**src/rtl/alu_issue_pkg.sv**
```systemverilog
// Shared types and constants for the ALU issue controller and its register file.
// Status register bits are stored as {N,Z,C}.
package alu_issue_pkg;

    typedef enum logic [1:0] {
        IDLE = 2'd0,
        WAIT = 2'd1,
        WB   = 2'd2
    } state_t;

    localparam int REG_AW = 5;

    localparam int SREG_C = 0;
    localparam int SREG_Z = 1;
    localparam int SREG_N = 2;

    // Wide enough to count up to the largest supported ALU latency (7)
    localparam int CNT_W = 3;

endpackage

```
**src/rtl/alu_issue_regfile.sv**
```systemverilog
// 32x8 register file: two operand read ports, one debug read port, and
// write-back ports that take priority over the external preload port.
module alu_issue_regfile
    import alu_issue_pkg::*;
#(
    parameter int NREGS = 32
) (
    input  logic              clk,
    input  logic              rst,
    input  logic [REG_AW-1:0] rd_addr_a,
    output logic [7:0]        rd_data_a,
    input  logic [REG_AW-1:0] rd_addr_b,
    output logic [7:0]        rd_data_b,
    input  logic [REG_AW-1:0] dbg_addr,
    output logic [7:0]        dbg_data,
    input  logic              wb_lo_we,
    input  logic [REG_AW-1:0] wb_lo_addr,
    input  logic [7:0]        wb_lo_data,
    input  logic              wb_hi_we,
    input  logic [REG_AW-1:0] wb_hi_addr,
    input  logic [7:0]        wb_hi_data,
    input  logic              ext_we,
    input  logic [REG_AW-1:0] ext_addr,
    input  logic [7:0]        ext_data
);

    logic [7:0] mem_q [NREGS];
    logic [7:0] mem_d [NREGS];

    assign rd_data_a = mem_q[rd_addr_a];
    assign rd_data_b = mem_q[rd_addr_b];
    assign dbg_data  = mem_q[dbg_addr];

    // Later assignments win, so write-back overrides a colliding ext write
    always_comb begin
        mem_d = mem_q;
        if (ext_we) begin
            mem_d[ext_addr] = ext_data;
        end
        if (wb_lo_we) begin
            mem_d[wb_lo_addr] = wb_lo_data;
        end
        if (wb_hi_we) begin
            mem_d[wb_hi_addr] = wb_hi_data;
        end
    end

    always_ff @(posedge clk or posedge rst) begin
        if (rst) begin
            mem_q <= '{default: '0};
        end else begin
            mem_q <= mem_d;
        end
    end

endmodule

```
**src/rtl/alu_issue_ctrl.sv**
```systemverilog
// Issues one instruction at a time to an external ALU, waits its latency,
// then writes the result back to the register file and status flags.
module alu_issue_ctrl
    import alu_issue_pkg::*;
#(
    parameter int ALU_LAT = 1,
    parameter int NREGS   = 32
) (
    input  logic              clk,
    input  logic              rst,
    input  logic              instr_valid,
    output logic              instr_ready,
    input  logic [7:0]        instr_op,
    input  logic [REG_AW-1:0] instr_rd,
    input  logic [REG_AW-1:0] instr_rr,
    input  logic              instr_wide,
    input  logic              instr_flags_en,
    output logic [7:0]        alu_data_rd,
    output logic [7:0]        alu_data_rr,
    output logic              alu_ci,
    output logic [7:0]        alu_opcode,
    input  logic [15:0]       alu_data_o,
    input  logic              alu_co,
    input  logic              alu_zo,
    input  logic              alu_no,
    output logic              done,
    input  logic              ext_we,
    input  logic [REG_AW-1:0] ext_waddr,
    input  logic [7:0]        ext_wdata,
    input  logic [REG_AW-1:0] dbg_addr,
    output logic [7:0]        dbg_data,
    output logic [2:0]        dbg_sreg
);

    state_t            state_q, state_d;
    logic [CNT_W-1:0]  cnt_q, cnt_d;
    logic [7:0]        alu_data_rd_q, alu_data_rd_d;
    logic [7:0]        alu_data_rr_q, alu_data_rr_d;
    logic              alu_ci_q, alu_ci_d;
    logic [7:0]        alu_opcode_q, alu_opcode_d;
    logic [REG_AW-1:0] rd_q, rd_d;
    logic              wide_q, wide_d;
    logic              flags_en_q, flags_en_d;
    logic [2:0]        sreg_q, sreg_d;

    logic              accept;
    logic              wb_active;
    logic [7:0]        op_rd_data;
    logic [7:0]        op_rr_data;
    logic [REG_AW-1:0] wb_hi_addr;

    assign wb_hi_addr = rd_q + REG_AW'(1);

    alu_issue_regfile #(
        .NREGS (NREGS)
    ) u_regfile (
        .clk        (clk),
        .rst        (rst),
        .rd_addr_a  (instr_rd),
        .rd_data_a  (op_rd_data),
        .rd_addr_b  (instr_rr),
        .rd_data_b  (op_rr_data),
        .dbg_addr   (dbg_addr),
        .dbg_data   (dbg_data),
        .wb_lo_we   (wb_active),
        .wb_lo_addr (rd_q),
        .wb_lo_data (alu_data_o[7:0]),
        .wb_hi_we   (wb_active & wide_q),
        .wb_hi_addr (wb_hi_addr),
        .wb_hi_data (alu_data_o[15:8]),
        .ext_we     (ext_we),
        .ext_addr   (ext_waddr),
        .ext_data   (ext_wdata)
    );

    always_ff @(posedge clk or posedge rst) begin
        if (rst) begin
            state_q       <= IDLE;
            cnt_q         <= '0;
            alu_data_rd_q <= '0;
            alu_data_rr_q <= '0;
            alu_ci_q      <= 1'b0;
            alu_opcode_q  <= '0;
            rd_q          <= '0;
            wide_q        <= 1'b0;
            flags_en_q    <= 1'b0;
            sreg_q        <= '0;
        end else begin
            state_q       <= state_d;
            cnt_q         <= cnt_d;
            alu_data_rd_q <= alu_data_rd_d;
            alu_data_rr_q <= alu_data_rr_d;
            alu_ci_q      <= alu_ci_d;
            alu_opcode_q  <= alu_opcode_d;
            rd_q          <= rd_d;
            wide_q        <= wide_d;
            flags_en_q    <= flags_en_d;
            sreg_q        <= sreg_d;
        end
    end

    // WAIT lasts exactly ALU_LAT cycles before moving to write-back
    always_comb begin
        state_d = state_q;
        cnt_d   = cnt_q;
        case (state_q)
            IDLE: begin
                if (accept) begin
                    state_d = WAIT;
                    cnt_d   = '0;
                end
            end
            WAIT: begin
                if (cnt_q == CNT_W'(ALU_LAT - 1)) begin
                    state_d = WB;
                end else begin
                    cnt_d = cnt_q + CNT_W'(1);
                end
            end
            WB: begin
                state_d = IDLE;
            end
            default: begin
                state_d = IDLE;
            end
        endcase
    end

    always_comb begin
        alu_data_rd_d = alu_data_rd_q;
        alu_data_rr_d = alu_data_rr_q;
        alu_ci_d      = alu_ci_q;
        alu_opcode_d  = alu_opcode_q;
        rd_d          = rd_q;
        wide_d        = wide_q;
        flags_en_d    = flags_en_q;
        sreg_d        = sreg_q;
        if (accept) begin
            alu_data_rd_d = op_rd_data;
            alu_data_rr_d = op_rr_data;
            alu_ci_d      = sreg_q[SREG_C];
            alu_opcode_d  = instr_op;
            rd_d          = instr_rd;
            wide_d        = instr_wide;
            flags_en_d    = instr_flags_en;
        end
        if (wb_active && flags_en_q) begin
            sreg_d[SREG_C] = alu_co;
            sreg_d[SREG_Z] = alu_zo;
            sreg_d[SREG_N] = alu_no;
        end
    end

    always_comb begin
        instr_ready = (state_q == IDLE) && !rst;
        accept      = instr_valid && instr_ready;
        wb_active   = (state_q == WB);
        done        = wb_active;
    end

    assign alu_data_rd = alu_data_rd_q;
    assign alu_data_rr = alu_data_rr_q;
    assign alu_ci      = alu_ci_q;
    assign alu_opcode  = alu_opcode_q;
    assign dbg_sreg    = sreg_q;

endmodule

```
**config.mk**
```make
export PLATFORM = sky130hd
export DESIGN_NAME = alu_issue_ctrl
export DESIGN_NICKNAME = d
export VERILOG_FILES = /design/src/rtl/alu_issue_pkg.sv /design/src/rtl/alu_issue_regfile.sv /design/src/rtl/alu_issue_ctrl.sv
export SDC_FILE = /design/constraint.sdc
export NUM_CORES = 1
export LEC_CHECK = 0
export ABC_AREA = 1
export CELL_PAD_IN_SITES_DETAIL_PLACEMENT = 1
export CELL_PAD_IN_SITES_GLOBAL_PLACEMENT = 2
export CORE_ASPECT_RATIO = 2
export CORE_UTILIZATION = 36
export DETAILED_ROUTE_END_ITERATION = 12
export GPL_TIMING_DRIVEN = 0
export PLACE_DENSITY = 0.93
export SYNTH_ARGS = -nofsm -noshare
export SYNTH_HDL_FRONTEND = slang
export SYNTH_HIERARCHICAL = 1
export SYNTH_SLANG_ARGS = --single-unit
```
**constraint.sdc**
```tcl
create_clock -name clk -period 14.4 [get_ports clk]
set_input_delay 2.88 -clock clk [delete_from_list [all_inputs] [get_ports clk]]
set_output_delay 2.88 -clock clk [all_outputs]
set_load 0.02 [all_outputs]
```
==> out/metrics.yaml, run 1 <==
ys_seq_area_share_pct: 30.6
gr-total-overflow: 205
start_util_pct: 36.4
ys_ff_latch: 296
cts_made_buffers: 34
postCtsSetupBuffers: 0
outcome: "did not finish"
synthMuxAreaShare_pct: 0
dpl_cell_area_sq_um: 26200
h-tree-depth: 2
grt_pass1_vias: 35700
syn_inst: 4196
cts_buffer_depth: 3
die-height_um: 369
stop_stage: "global routing"
tool.error: "[ERROR GRT-0116] Global routing finished with congestion. Check the congestion regions in the DRC Viewer."
syn_avg_cell_area_sq_um: 5.77
place_congestion: 1.07
root_buffer: "clkbuf_16"
synth_fa_ha_area_share_pct: 0.155
ioPinCount: 99
die_x_um: 185
cts.sinks: 296
synthSimpleGateAreaFrac_pct: 51.6
rows: 134
grt_max_degree: 119
io_buffers: 86
synth_compound_area_share_pct: 10.1
synth.net_count: 4260
hpwl_um: 146000
grt_util_all_layers_pct: 64.7
cts_resized: 0
synth_area_sq_um: 24200
yosysWarningCount: 6
synth-xor-area-share_pct: 0.109
synth_top_family_by_area: "simple AND/OR/NAND/NOR gates"
cts_hold_buf: 0
synth_cell_types: 31
grt_pass1_wl_um: 312000
## stage by stage
| stage | std cells | setup WS [ps] |
|---|---|---|
| 2_1_floorplan | 4196 | 4480 |
| 3_5_place_dp | 5168 | 5350 |
| 3_3_place_gp | 5166 | 36.5 |
| 4_1_cts | 5226 | 5340 |
## kinds of logic after synthesis
logic type | Yosys count
xor+xnor | 3
simple gates | 2963
flops | 296
compound gates | 475
buf+inv | 456
fa+ha+maj | 3
## per-layer routing
| metal | global-route usage [%] | overflow |
|---|---|---|
| met5 | 0.370 | 0 |
| met4 | 66.5 | 85 |
| met3 | 33.3 | 0 |
| met2 | 86.9 | 120 |
| met1 | 70.1 | 0 |
## Yosys cell counts (all sizes together)
master,number,area (sq um)
nand3,921,4630
clkinv,7,26.3
inv,181,679
ha,3,37.5
and3,1,6.26
o211ai,23,173
clkbuf,178,668
dfrtp,296,7410
a21oi,176,881
nand2,1925,7230
xor2,1,8.76
nor3,9,66.3
o21ai,275,1400
or2,8,50.1
buf,90,420
xnor2,2,17.5
nor2,99,494
a22oi,1,7.51
==> inputs of run 2 (changes only) <==
- CELL_PAD_IN_SITES_DETAIL_PLACEMENT: 1 -> unset
- CELL_PAD_IN_SITES_GLOBAL_PLACEMENT: 2 -> unset
- CORE_ASPECT_RATIO: 2 -> unset
- CORE_UTILIZATION: 36 -> 29
- PLACE_DENSITY: 0.93 -> unset
- PLACE_DENSITY_LB_ADDON: unset -> 0.15
==> out/metrics.yaml, run 2 <==
synth_most_common_cell: "nand2_1"
ys_seq_area_share_pct: 30.6  # unchanged
h-tree-depth: 2  # unchanged
die_x_um: 291  # +57%
cts.sinks: 296  # unchanged
fin_crit_sh_pct: 66.9
cts_resized: 0  # unchanged
post_drt_wl_per_cell_um: 31.9
synth_area_sq_um: 24200  # unchanged
start_util_pct: 29.4  # -7.0 points
hold_viol_final: 0
die-height_um: 291  # -21%
cts_made_buffers: 41  # +21%
yosys_most_used_dff: "dfrtp_1"
cts_buffer_depth: 3  # unchanged
end_kind: "output port"
pwr_density_cell_nw_per_um2: 182
syn_inst: 4196  # unchanged
cp_common_cell: "nand2_1"
final_cell_mix: "nand2_1 (1924), nand3_1 (916), dfrtp_1 (296), o21ai_0 (255), a21oi_1 (176)"
ys_top_cells_by_count: "nand2_1 (1924), nand3_1 (916), dfrtp_1 (296), o21ai_0 (255), clkbuf_1 (178)"
gr-total-overflow: 0
hold_path_class: "reg -> reg"
root_buffer: "clkbuf_16"
cts_tree: "built"
worst_path_max_delay_cell: "clkbuf_1"
p_sw_w: 0.00252
yosysWarningCount: 6  # unchanged
io_buffers: 86  # unchanged
ys_top_cells_by_area: "dfrtp_1 (31%), nand2_1 (30%), nand3_1 (19%), o21ai_0 (5.3%), a21oi_1 (3.6%)"
slew_violations: 49
synth_edf_count: 0  # unchanged
fin_util_pct: 33.8
top_register: "u_regfile/mem_q"
cts_hold_buf: 0  # unchanged
grt_max_degree: 101
grt_pass1_vias: 28600
syn_avg_cell_area_sq_um: 5.77  # unchanged
required_ps: 11520
synthArstFlopShare_pct: 100  # unchanged
rows: 105  # -22%
tightest_slew_ps: 1680
fin_area_sq_um: 27800
grt_util_all_layers_pct: 40.0
layout.nets: 4393
fmax_ghz: 0.104
worst-path-max-fanout: 10
final_antenna_net_count: 0
postCtsSetupBuffers: 0  # unchanged
slew_headroom_pct: -12.2
cp-start-kind: "primary input"
hpwl_um: 128000  # -12%
area_delta_synth_final_pct: 15.0
cp.arrival_ps: 6750
dpl_cell_area_sq_um: 26500  # +1.1%
combPwrFrac_pct: 40.3
place_congestion: 1.07  # about the same
p_clk_share_pct: 20.4
power.total_w: 0.00506
setup_ws_ps: 4770
firstDrtPassIters: 6
p_sw_share_pct: 49.8
worst_ir_drop_vdd_uv: 124
critPathMaxStageDelay_ps: 860
vias: 31700
drc: 0
setup_viol: 0
layout_commonest_cell: "nand2_1"
avgViaCountPerCell: 5.83
rsz0062_at_grt: "false"
leakage_nw: 13.5
ioPinCount: 99  # unchanged
skew_ps: 29.0
outcome: "finished with violations"
clock_latency_ps: 610
synth.top_cell.area_share_pct: 30.6  # unchanged
fin_crit_ps: 9630
clk_pin_slew_worst_paths_ps: 50
synth.net_count: 4260  # unchanged
drt_iter0_markers: 4923
place_ws_ps: 5010  # -339 ps
critPathKind: "in -> out"
largest_reg_flops: 256
grt_pass1_wl_um: 235000
dieArea_sq_um: 84600
antenna_found_initial: 16
p_int_w: 0.00254
maxCapViolations: 7
path_cells: "clkdlybuf4s50_1 > clkbuf_1 > clkbuf_1 > nand3_1 > nand3_1 > nand2_1 > nand2_1 > nand2_1 > nand2_1 > nand2_1 > clkdlybuf4s50_1"
core-area_sq_um: 82400
sequentialPowerShare_pct: 39.3
wl_um: 173000
violations: "capacitance limit, slew limit"
yosysTopAreaCell: "dfrtp_1"
synth_cell_types: 31  # unchanged
ys_ff_latch: 296  # unchanged
drive_gt1_share_pct: 4.89
-- run 2: cell type report --
type | count | area (sq um)
antenna | 9 | 22.5
buffer | 268 | 1120
clock buffer | 59 | 1180
clock inverter | 13 | 111
fill | 9295 | 54500
inverter | 188 | 713
multi-input combinational | 3444 | 15000
sequential | 296 | 7410
tap | 1070 | 1340
timing repair buffer | 90 | 951
-- run 2: power groups by stage --
stage | combinational (W) | clock [W] | sequential, W
after floorplan | 0.00128 | 0 | 0.00161
after global routing | 0.00224 | 0.00107 | 0.00199
after detailed placement | 0.00196 | 0 | 0.00193
after global placement | 0.00194 | 0 | 0.00194
final | 0.00204 | 0.00103 | 0.00199
after CTS | 0.00197 | 0.00104 | 0.00192
-- run 2: cell families after synthesis --
kind of cell | synth area share, %
buffers and inverters | 7.41
and+or+nand+nor | 51.6
DFF | 30.6
adders and majority gates | 0.155
xor gates and xnor gates | 0.109
AOI/OAI and AO/OA | 10.1
-- run 2: path summary, 6_finish.rpt --
check	endpoint	depth (start not counted)	slack (ps)	startpoint
worst max-delay path	dbg_data[5]	11	4770	dbg_addr[1]
worst min-delay path	dbg_sreg[2]$_DFFE_PP0P_	2	470	dbg_sreg[2]$_DFFE_PP0P_
worst max register to register	u_regfile/mem_q[107]$_DFF_PP0_	10	10390	state_q[1]$_DFFE_PP0P_
worst min register to register	dbg_sreg[2]$_DFFE_PP0P_	2	470	dbg_sreg[2]$_DFFE_PP0P_
max in group asynchronous	u_regfile/mem_q[18]$_DFF_PP0_	4	10090	rst
min in group asynchronous	cnt_q[0]$_DFFE_PP0P_	2	2680	rst
-- run 2: through the flow --
step / hold slack [ps] / setup TNS [ps] / std cells
after global placement: 458 / -46800 / 5352
after floorplan: 448 / 0 / 4196
after CTS: 473 / 0 / 5427
final: 465 / 0 / 5437
after detailed placement: 459 / 0 / 5355
after global routing: 486 / 0 / 5428
-- run 2: critical path: cells and delay by family --
| family | cells | cell delay, ps |
|---|---|---|
| buffers and inverters | 4 | 2690 |
| AND/OR/NAND/NOR | 7 | 1170 |
-- run 2: per-layer routing --
metal,share of wire (%),vias up,wire [um],track usage (%)
met2,40,2148,68800,55.5
met5,0.12,-,200,1.42
li1,-,14000,-,-
met1,41,15100,70300,53.3
met4,7.7,8,13400,26.5
met3,12,501,20900,11.3
No activity file was read; power rests on OpenSTA's default activity.
